--- config.mk ---
export PLATFORM = sky130hd
export DESIGN_NAME = i3c_od_bit_engine
export DESIGN_NICKNAME = d
export VERILOG_FILES = /design/src/rtl/i3c_od_bit_engine.sv
export SDC_FILE = /design/constraint.sdc
export NUM_CORES = 1
export LEC_CHECK = 0
export CORE_MARGIN = 3
export CORE_UTILIZATION = 45
export DETAILED_ROUTE_END_ITERATION = 10
export PLACE_DENSITY = 0.66
export SLEW_MARGIN = 25
export SYNTH_ARGS = -nofsm -noshare
export SYNTH_HDL_FRONTEND = slang
export SYNTH_SLANG_ARGS = --single-unit
--- constraint.sdc ---
create_clock -name CLK -period 4.45 [get_ports CLK]
set_input_delay 0.89 -clock CLK [delete_from_list [all_inputs] [get_ports CLK]]
set_output_delay 0.89 -clock CLK [all_outputs]
set_load 0.005 [all_outputs]
--- src/rtl/i3c_od_bit_engine.sv ---
// Open-drain I2C / I3C-legacy master bit engine: START / WRITE / READ / STOP at byte level,
// quarter-bit timing, clock stretching, arbitration-loss detection, 2-FF pad input sync.
module i3c_od_bit_engine #(
   parameter int QUARTER_DIV    = 30,
   parameter int PULLUP_EN      = 1,
   parameter int WEAK_PULLUP_EN = 0
) (
   input  logic       CLK,
   input  logic       RST,
   input  logic       CMD_VALID,
   output logic       CMD_READY,
   input  logic [1:0] CMD,
   input  logic [7:0] CMD_DATA,
   input  logic       CMD_NACK,
   output logic       RSP_VALID,
   output logic [7:0] RSP_DATA,
   output logic       RSP_ACK,
   output logic       ARB_LOST,
   output logic       BUS_BUSY,
   output logic       SCL_OE,
   output logic       SDA_OE,
   input  logic       SCL_IN,
   input  logic       SDA_IN,
   output logic       PU_ENB,
   output logic       WEAK_PU_ENB,
   output logic [2:0] DBG_STATE
);

   localparam logic [2:0] S_IDLE  = 3'd0;
   localparam logic [2:0] S_START = 3'd1;
   localparam logic [2:0] S_WRITE = 3'd2;
   localparam logic [2:0] S_READ  = 3'd3;
   localparam logic [2:0] S_STOP  = 3'd4;

   localparam logic [15:0] Q_LAST = 16'(QUARTER_DIV - 1);
   // Stretch gate sits two cycles into q1 so the synchronizer latency adds no time on an unstretched bus.
   localparam logic [15:0] Q_GATE = (QUARTER_DIV > 2) ? 16'd2 : Q_LAST;

   logic [2:0]  state;
   logic [1:0]  q;
   logic [15:0] cnt;
   logic [3:0]  bit_cnt;
   logic [7:0]  shreg;
   logic        nack_r;
   logic        scl_m, scl_s, sda_m, sda_s;
   logic        xfer, stall, q_done, q2_first, arb;

   // Command handshake: a command is taken on any clock where CMD_VALID && CMD_READY; READY is high only in IDLE.
   assign CMD_READY   = (state == S_IDLE);
   assign PU_ENB      = (PULLUP_EN != 0) ? 1'b0 : 1'b1;
   assign WEAK_PU_ENB = (WEAK_PULLUP_EN != 0) ? 1'b0 : 1'b1;
   assign DBG_STATE   = state;

   assign xfer     = (state == S_WRITE) || (state == S_READ);
   assign stall    = (state != S_IDLE) && (q == 2'd1) && (cnt == Q_GATE) && !scl_s;
   assign q_done   = (state != S_IDLE) && (cnt == Q_LAST) && !stall;
   assign q2_first = (q == 2'd2) && (cnt == 16'd0);
   // START checks only sda_s here: it reflects q1, when our SDA was still released.
   assign arb = q2_first && !sda_s &&
                (((state == S_WRITE) && (bit_cnt < 4'd8) && !SDA_OE) || (state == S_START));

   always_ff @(posedge CLK or posedge RST) begin
      if (RST) begin
         scl_m <= 1'b1;
         scl_s <= 1'b1;
         sda_m <= 1'b1;
         sda_s <= 1'b1;
      end else begin
         scl_m <= SCL_IN;
         scl_s <= scl_m;
         sda_m <= SDA_IN;
         sda_s <= sda_m;
      end
   end

   always_ff @(posedge CLK or posedge RST) begin
      if (RST) begin
         state     <= S_IDLE;
         q         <= 2'd0;
         cnt       <= 16'd0;
         bit_cnt   <= 4'd0;
         shreg     <= 8'h00;
         nack_r    <= 1'b0;
         RSP_VALID <= 1'b0;
         RSP_DATA  <= 8'h00;
         RSP_ACK   <= 1'b0;
         ARB_LOST  <= 1'b0;
         BUS_BUSY  <= 1'b0;
         SCL_OE    <= 1'b0;
         SDA_OE    <= 1'b0;
      end else begin
         RSP_VALID <= 1'b0;
         if (state == S_IDLE) begin
            if (CMD_VALID) begin
               nack_r   <= CMD_NACK;
               shreg    <= CMD_DATA;
               ARB_LOST <= 1'b0;
               q        <= 2'd0;
               cnt      <= 16'd0;
               bit_cnt  <= 4'd0;
               case (CMD)
                  2'b00:   begin state <= S_START; SCL_OE <= 1'b0; SDA_OE <= 1'b0; end
                  2'b01:   begin state <= S_WRITE; SCL_OE <= 1'b1; SDA_OE <= ~CMD_DATA[7]; end
                  2'b10:   begin state <= S_READ;  SCL_OE <= 1'b1; SDA_OE <= 1'b0; end
                  default: begin state <= S_STOP;  SCL_OE <= 1'b1; SDA_OE <= 1'b1; end
               endcase
            end
         end else if (arb) begin
            ARB_LOST <= 1'b1;
            SCL_OE   <= 1'b0;
            SDA_OE   <= 1'b0;
            BUS_BUSY <= 1'b0;
            state    <= S_IDLE;
         end else begin
            // One shift register serves both directions: WRITE shifts the next bit into [7], READ collects.
            if (xfer && q2_first) begin
               if (bit_cnt == 4'd8) RSP_ACK <= sda_s;
               else                 shreg   <= {shreg[6:0], sda_s};
            end
            if (!stall) cnt <= q_done ? 16'd0 : cnt + 16'd1;
            if (q_done) begin
               q <= q + 2'd1;
               case (state)
                  S_START: begin
                     case (q)
                        2'd1:    SDA_OE <= 1'b1;
                        2'd2:    SCL_OE <= 1'b1;
                        2'd3:    begin BUS_BUSY <= 1'b1; state <= S_IDLE; end
                        default: ;
                     endcase
                  end
                  S_STOP: begin
                     case (q)
                        2'd0:    SCL_OE <= 1'b0;
                        2'd2:    SDA_OE <= 1'b0;
                        2'd3:    begin BUS_BUSY <= 1'b0; state <= S_IDLE; end
                        default: ;
                     endcase
                  end
                  default: begin
                     case (q)
                        2'd0: SCL_OE <= 1'b0;
                        2'd3: begin
                           SCL_OE <= 1'b1;
                           if (bit_cnt == 4'd8) begin
                              state     <= S_IDLE;
                              RSP_VALID <= 1'b1;
                              if (state == S_READ) RSP_DATA <= shreg;
                           end else begin
                              bit_cnt <= bit_cnt + 4'd1;
                              if (bit_cnt == 4'd7) SDA_OE <= (state == S_READ) ? ~nack_r : 1'b0;
                              else                 SDA_OE <= (state == S_WRITE) ? ~shreg[7] : 1'b0;
                           end
                        end
                        default: ;
                     endcase
                  end
               endcase
            end
         end
      end
   end

endmodule

==> impl_results.md, run 1 <==
* Vias in the first global route at about 2300
* # Post-CTS Setup Buffers at 0
* Final period util at between 70% and 80%
* Critical path fanouts, max at 21
* H-tree levels at 2
* Final min period at 3.308 ns
* Clock sinks at 52
* Core box area at between 6000 and 7000 um2
* Setup CP Type: reg2out
* Largest net degree at the start of global routing at 32
* Worst-path cell chain: or3_1 > buf_4 > clkinv_1 > buf_4 > clkdlybuf4s50_1
* Post-synth EDFFs at 0
* Final hold violations at 0
* Post-Syn Area at just over 3000 um2
* First-pass GRT wire length at 11360 um
* DR vias at about 2400
* DP Worst Slack at 1.498 ns
* Internal at around 0.65 mW
* Die ar. at roughly 8000 um2
* CTS tree: done
* Rows at 29
* Combinational cell fraction of total power at under 10%
* Worst EP required at between 3 and 4 ns
* Port bufs at 33
* Status: complete, no violations
* Drt first pass iters at 4
* Hold Crit Start: scl_m
* Slew @ Worst Pin at between 0.6 and 0.7 ns
* Die extent in x at ~89 um
* Final setup viols at 0
* Area Growth Syn to Fin at 15.42%
* Max clock buf depth at 2
* Count of unique library cells instantiated by Yosys at 57
* Slowest cell on crit path: dfrtp_1
* Post_cts resized at 0
* Vias per cell at just under 6
* RSZ-0062 raised after global routing: no
* Startpoint types: flip-flop
* Syn Inst Count at approximately 320
* Hold Path Class: reg2reg
* Detailed Place HPWL at just under 5000 um
* Seq/Total Area, Yosys at a little over two fifths
* Yosys warnings at 0
* Sequential power share at about three fifths
* Sw Share at about 27%
* Setup ws final at roughly 1.1 ns
* Psw at 0.2409 mW
* Max-cap viol count at 0
* Die H at slightly below 90 um
* Slew Limit Fails at 0
* Crit end category: output pin
* Fmax at ~300 MHz
* Final Skew at between 0.008 and 0.009 ns
* Remaining antenna violation count at 0
* Peak supply drop at ~0.00017 V
* Most frequent CP cell: buf_4
* LEAKAGE at approximately 1.6 nW
* Ys flop type: dfrtp_1
* Initial Util at a little under half
* GP Congestion at approximately 0.87
* DR DRC count at 0
* Nets@finish at between 300 and 400
* Post-synthesis register bit count at 52
* Clock slew at reported path FFs at around 0.10 ns
* Pwr Density at approximately 250 nW/um2
* Worst-Skew Late Latency at between 0.3 and 0.4 ns
* Ant diodes at 0
* Setup_tns at 0 ns
* Initial antenna violation count at 0
* Worst Setup SP: DBG_STATE[0]
* GRT Overall Usage at about a fifth
* Crit-path max cell delay at around 0.56 ns
* Async set-reset flop share out of synthesis at 100.0%
* Post-DR wirelength/cell at around 16 um
* # fillers at around 600
* TritonCTS Buffers at 5
* Worst Path Arrival at between 2 and 2.5 ns
* Share of layout cells above drive strength 1 at 14.87%
* Max-slew headroom at 53.31%
* Reg-to-Reg Start: DBG_STATE[1]
* Syn_area_per_cell at between 9 and 10 um2
* Congestion Overflow GR at 0
* First DRT Iteration DRCs at approximately 130
* # IOs at 36
* Net count after synthesis at roughly 350
* Reg2reg setup slack at around 1.7 ns
* Hold buffers post-CTS at 0
* Clk pwr share at between 30% and 40%
* Root Buffer: clkbuf_8
* Routed WL at just under 7000 um
==> layout make-up <==
type / instances / area, um2 / share of cell area, %
Tap cell: 77 / 96.34 / 2.722
Multi-Input combinational cell: 227 / 1608 / 45.42
Timing Repair Buffer: 39 / 375.4 / 10.60
Clock inverter: 3 / 21.27 / 0.6009
Clock buffer: 5 / 68.82 / 1.944
Sequential cell: 52 / 1306 / 36.90
Inverter: 17 / 63.81 / 1.803
==> sequential cells by signal, summed over array words and instances (netlist names), 2 cells and up <==
signal	count
RSP_DATA	8
DBG_STATE	3
cnt	16
bit_cnt	4
shreg	8
q	2
==> power by group through the flow <==
stage | logic, mW | registers, mW | clock network, mW
2_1_floorplan | 0.0572 | 0.528 | 0
3_3_place_gp | 0.0780 | 0.540 | 0
3_5_place_dp | 0.0804 | 0.540 | 0
4_1_cts | 0.0800 | 0.531 | 0.292
5_1_grt | 0.0889 | 0.538 | 0.310
6_report | 0.0787 | 0.531 | 0.278
==> metal layers <==
layer / part of all wire, % / GRT usage [%] / wire length, um / vias to the layer above
li1: - / - / - / 1203
met1: 48 / 28.37 / 3261 / 1186
met2: 46 / 28.08 / 3127 / 54
met3: 4.4 / 3.166 / 295 / 4
met4: 1.0 / 4.945 / 69 / 0
met5: 0 / 0 / 0 / -
==> synth_stat cells (all sizes together) (3+ instances only) <==
cell type  count  area [um2]
o21ai         14       70.06
nor3           7       45.04
nand3         14       70.07
dfrtp         48        1201
or3            3       18.77
ha            14       175.2
nand2         37       138.9
dfstp          4       105.1
nor4           5       61.31
mux2          20       255.3
a21oi         19       95.09
clkbuf        12       45.04
or4           12       95.09
nand4          9       62.56
o31ai         15       112.6
mux2i          5       50.05
nor2          14       52.55
and4           3       27.53
nand3b         3       22.52
inv           16       60.06
buf            7       48.79
nand2b         3       18.77
==> cells by family (layout without fill, tap and decap cells) <==
kind of cell	count (synthesis)	after routing	share of synthesized area, %
simple gates	118	118	21.91
compound gates	66	66	13.83
mux	25	25	9.955
flops	52	52	42.59
buf+inv	36	64	5.140
xor+xnor	1	1	0.2856
fa+ha+maj	15	15	6.038
other cells	2	2	0.2449
==> layout by cell type, fill, tap and decap left out, types with 2 or more instances in the layout <==
cell             Yosys  final
o22ai_1              2      2
o32a_1               2      2
nor4_1               3      3
mux2_4               8      8
ha_1                14     14
mux2_2              12     12
nand2b_1             3      3
and4_1               2      2
clkbuf_8             0      5
or3_1                3      3
nand2_1             37     37
nor4_4               2      2
nand4_1              8      8
dfrtp_1             48     48
a21oi_1             19     19
buf_4                3      6
dfstp_2              4      4
or4_1               10     10
inv_1               16     15
o21ai_0             13     13
nor3_1               5      5
clkdlybuf4s50_1      0     33
a21o_1               2      2
conb_1               2      2
nor2_1              14     14
nor3_2               2      2
nand3_1             14     14
nor2b_1              2      2
o31ai_1             15     15
nand3b_1             3      3
mux2i_1              5      5
==> per-stage QoR <==
stage               utilization (%)  hold WS, ns  total power [mW]  area [um2]  cells
floorplan                         -       0.3452            0.5854        3067    315
global placement              53.41       0.3460            0.6181        3450    412
detailed placement            53.41       0.3473            0.6199        3450    412
CTS                           54.80       0.3625            0.9032        3540    420
global route                  54.80       0.3744            0.9370        3540    420
finish                        54.80       0.3626            0.8882        3540    420
==> worst max-delay path: cells and delay by family, from the launching register on <==
family / cells / cell delay (ns)
flip-flops: 1 / 0.56
AND/OR/NAND/NOR: 1 / 0.44
buffers and inverters: 4 / 1.11
==> final timing paths <==
check | cells after the start | end
setup reg to reg | 5 | shreg[3]
max in group asynchronous | 3 | sda_s
min in group asynchronous | 2 | cnt[6]
setup / recovery | 5 | CMD_READY
hold reg to reg | 0 | scl_s
hold / removal | 0 | scl_s
Power figures use the tool's default switching activity.
==> inputs of run 2 (changes only) <==
--- a/config.mk
+++ b/config.mk
@@ -8,7 +8,7 @@
 export CORE_MARGIN = 3
 export CORE_UTILIZATION = 45
 export DETAILED_ROUTE_END_ITERATION = 10
-export PLACE_DENSITY = 0.66
+export PLACE_DENSITY = 0.69
 export SLEW_MARGIN = 25
 export SYNTH_ARGS = -nofsm -noshare
 export SYNTH_HDL_FRONTEND = slang
==> constraint.sdc (replaced) <==
create_clock -name CLK -period 2.9 [get_ports CLK]
set_input_delay 0.58 -clock CLK [delete_from_list [all_inputs] [get_ports CLK]]
set_output_delay 0.58 -clock CLK [all_outputs]
set_load 0.005 [all_outputs]
==> impl_results.md, run 2 (same netlist as run 1, synthesis figures left out) <==
* Status: complete, no violations
* Final period util at 90.31%
* Die ar. at 7841 um2 (unchanged)
* Ant diodes at 0 (unchanged)
* Area Growth Syn to Fin at 17.01%
* CTS tree: done
* Initial Util at 47.48% (unchanged)
* Die H at 88.55 um (unchanged)
* DR DRC count at 0 (unchanged)
* Final Skew at 0.01058 ns (+0.001950 ns)
* Worst EP required at 2.32 ns (-1.24 ns)
* Top Registers: cnt x16, RSP_DATA x8, shreg x8
* Rows at 29 (unchanged)
* Clock slew at reported path FFs at 0.10 ns (about the same)
* Fmax at 381.8 MHz
* Vias per cell at 5.786 (-0.68%)
* Crit-path max cell delay at 0.55 ns (about the same)
* # IOs at 36 (unchanged)
* Max clock buf depth at 2 (unchanged)
* Dpl cells at 418 (+1.5%)
* Drt first pass iters at 4 (unchanged)
* Port bufs at 33 (unchanged)
* Peak supply drop at 0.0001571 V (-5.4%)
* Largest register FFs at 16 (unchanged)
* Worst-path cell chain: or3_1 > clkinv_1 > clkdlybuf4s50_1
* Crit path max-delay family: buffers and inverters
* DR vias at 2465 (+0.74%)
* GP Congestion at 0.8788 (+0.83%)
* GRT Overall Usage at 17.87% (-0.96 points)
* H-tree levels at 2 (unchanged)
* Max-slew headroom at 45.85% (-7.5 points)
* Largest net degree at the start of global routing at 53 (+66%)
* Slew @ Worst Pin at 0.8093 ns (+0.1131 ns)
* Post_cts resized at 0 (unchanged)
* Most common cell after layout, fill and taps aside: dfrtp_1
* Final std cells w/o fill at 426 (+1.4%)
* Slew Limit Fails at 0 (unchanged)
* First-pass GRT wire length at 10990 um (-3.3%)
* Remaining antenna violation count at 0 (unchanged)
* Max-cap viol count at 0 (unchanged)
* Core box area at 6459 um2 (unchanged)
* Crit end category: output pin
* Final setup viols at 0 (unchanged)
* First DRT Iteration DRCs at 157 (+19%)
* Initial antenna violation count at 0 (unchanged)
* Worst-Skew Late Latency at 0.31 ns (about the same)
* Post-Layout Inst Area at 3588 um2 (+1.4%)
* Vias in the first global route at 2283 (+0.57%)
* Top reg by flops: cnt
* Hold buffers post-CTS at 0 (unchanged)
* Root Buffer: clkbuf_8
* Highest-count cells in the layout ignoring fill and taps: dfrtp_1 (48), nand2_1 (37), clkdlybuf4s50_1 (33)
* Final min period at 2.619 ns
* Critical path fanouts, max at 10 (-52%)
* Final Util at 55.56% (+0.76 points)
* RSZ-0062 raised after global routing: no
* TritonCTS Buffers at 5 (unchanged)
* # fillers at 581 (-1.7%)
* DP Area at 3507 um2 (+1.7%)
* Final hold violations at 0 (unchanged)
* Worst Path Arrival at 2.04 ns (-0.38 ns)
* Pwr Density at 372.4 nW/um2 (+48%)
* Setup_tns at 0 ns (unchanged)
* Setup CP Type: reg2out
* CP Buf/Inv Count at 2 (-2)
* Startpoint types: flip-flop
* Die extent in x at 88.55 um (unchanged)
* Clock sinks at 52 (unchanged)
* LEAKAGE at 1.584 nW (+2.0%)
* Share of layout cells above drive strength 1 at 15.76% (+0.89 points)
* Slowest cell on crit path: or3_1
* Nets@finish at 378 (+1.6%)
* # Post-CTS Setup Buffers at 0 (unchanged)
* Post-DR wirelength/cell at 15.46 um (-3.8%)
* Hold Path Class: reg2reg
* Detailed Place HPWL at 4685 um (-3.8%)
* Congestion Overflow GR at 0 (unchanged)
* Routed WL at 6588 um (-2.5%)
==> run 2: layout make-up <==
type | count | area [um2] | share of cell area [%]
Tap cell | 77 | 96.34 | 2.685
Sequential cell | 52 | 1306 | 36.40
Timing Repair Buffer | 45 | 432.9 | 12.06
Multi-Input combinational cell | 227 | 1608 | 44.80
Clock buffer | 7 | 76.32 | 2.127
Clock inverter | 1 | 5.005 | 0.1395
Inverter | 17 | 63.81 | 1.778
==> run 2: path summary, 6_finish.rpt <==
| check | from | endpoint | slack (ns) | cells after the start |
|---|---|---|---|---|
| setup / recovery | DBG_STATE[0] | CMD_READY | 0.28 | 3 |
| hold / removal | scl_m | scl_s | 0.36 | 0 |
| setup reg to reg | cnt[11] | shreg[2] | 0.44 | 6 |
| hold reg to reg | scl_m | scl_s | 0.36 | 0 |
| max in group asynchronous | RST | sda_m | 1.99 | 3 |
| min in group asynchronous | RST | cnt[7] | 0.63 | 3 |
==> run 2: power by group <==
group	internal, mW	leakage [nW]	switching (mW)	total [mW]
registers	0.759	0.631	0.0532	0.812
clock network	0.170	0.0422	0.231	0.401
logic	0.0639	0.911	0.0586	0.122
total	0.993	1.58	0.343	1.34
==> run 2: metrics by stage <==
stage	hold WS [ns]	worst slack, ns	power [mW]
after floorplan	0.3452	0.6637	0.8983
after global placement	0.3459	0.5095	0.9454
after detailed placement	0.3472	0.4654	0.9491
after CTS	0.3604	0.2675	1.353
after global routing	0.3634	0.2105	1.406
final	0.3583	0.2810	1.336
==> run 2: metal layers <==
metal  vias to the layer above  part of all wire, %  global-route usage (%)
met5                         -                    0                       0
met4                         0                 0.76                   4.121
met3                         6                  3.9                   3.631
met2                        55                   45                   26.92
met1                      1195                   50                   26.49
li1                       1209                    -                       -
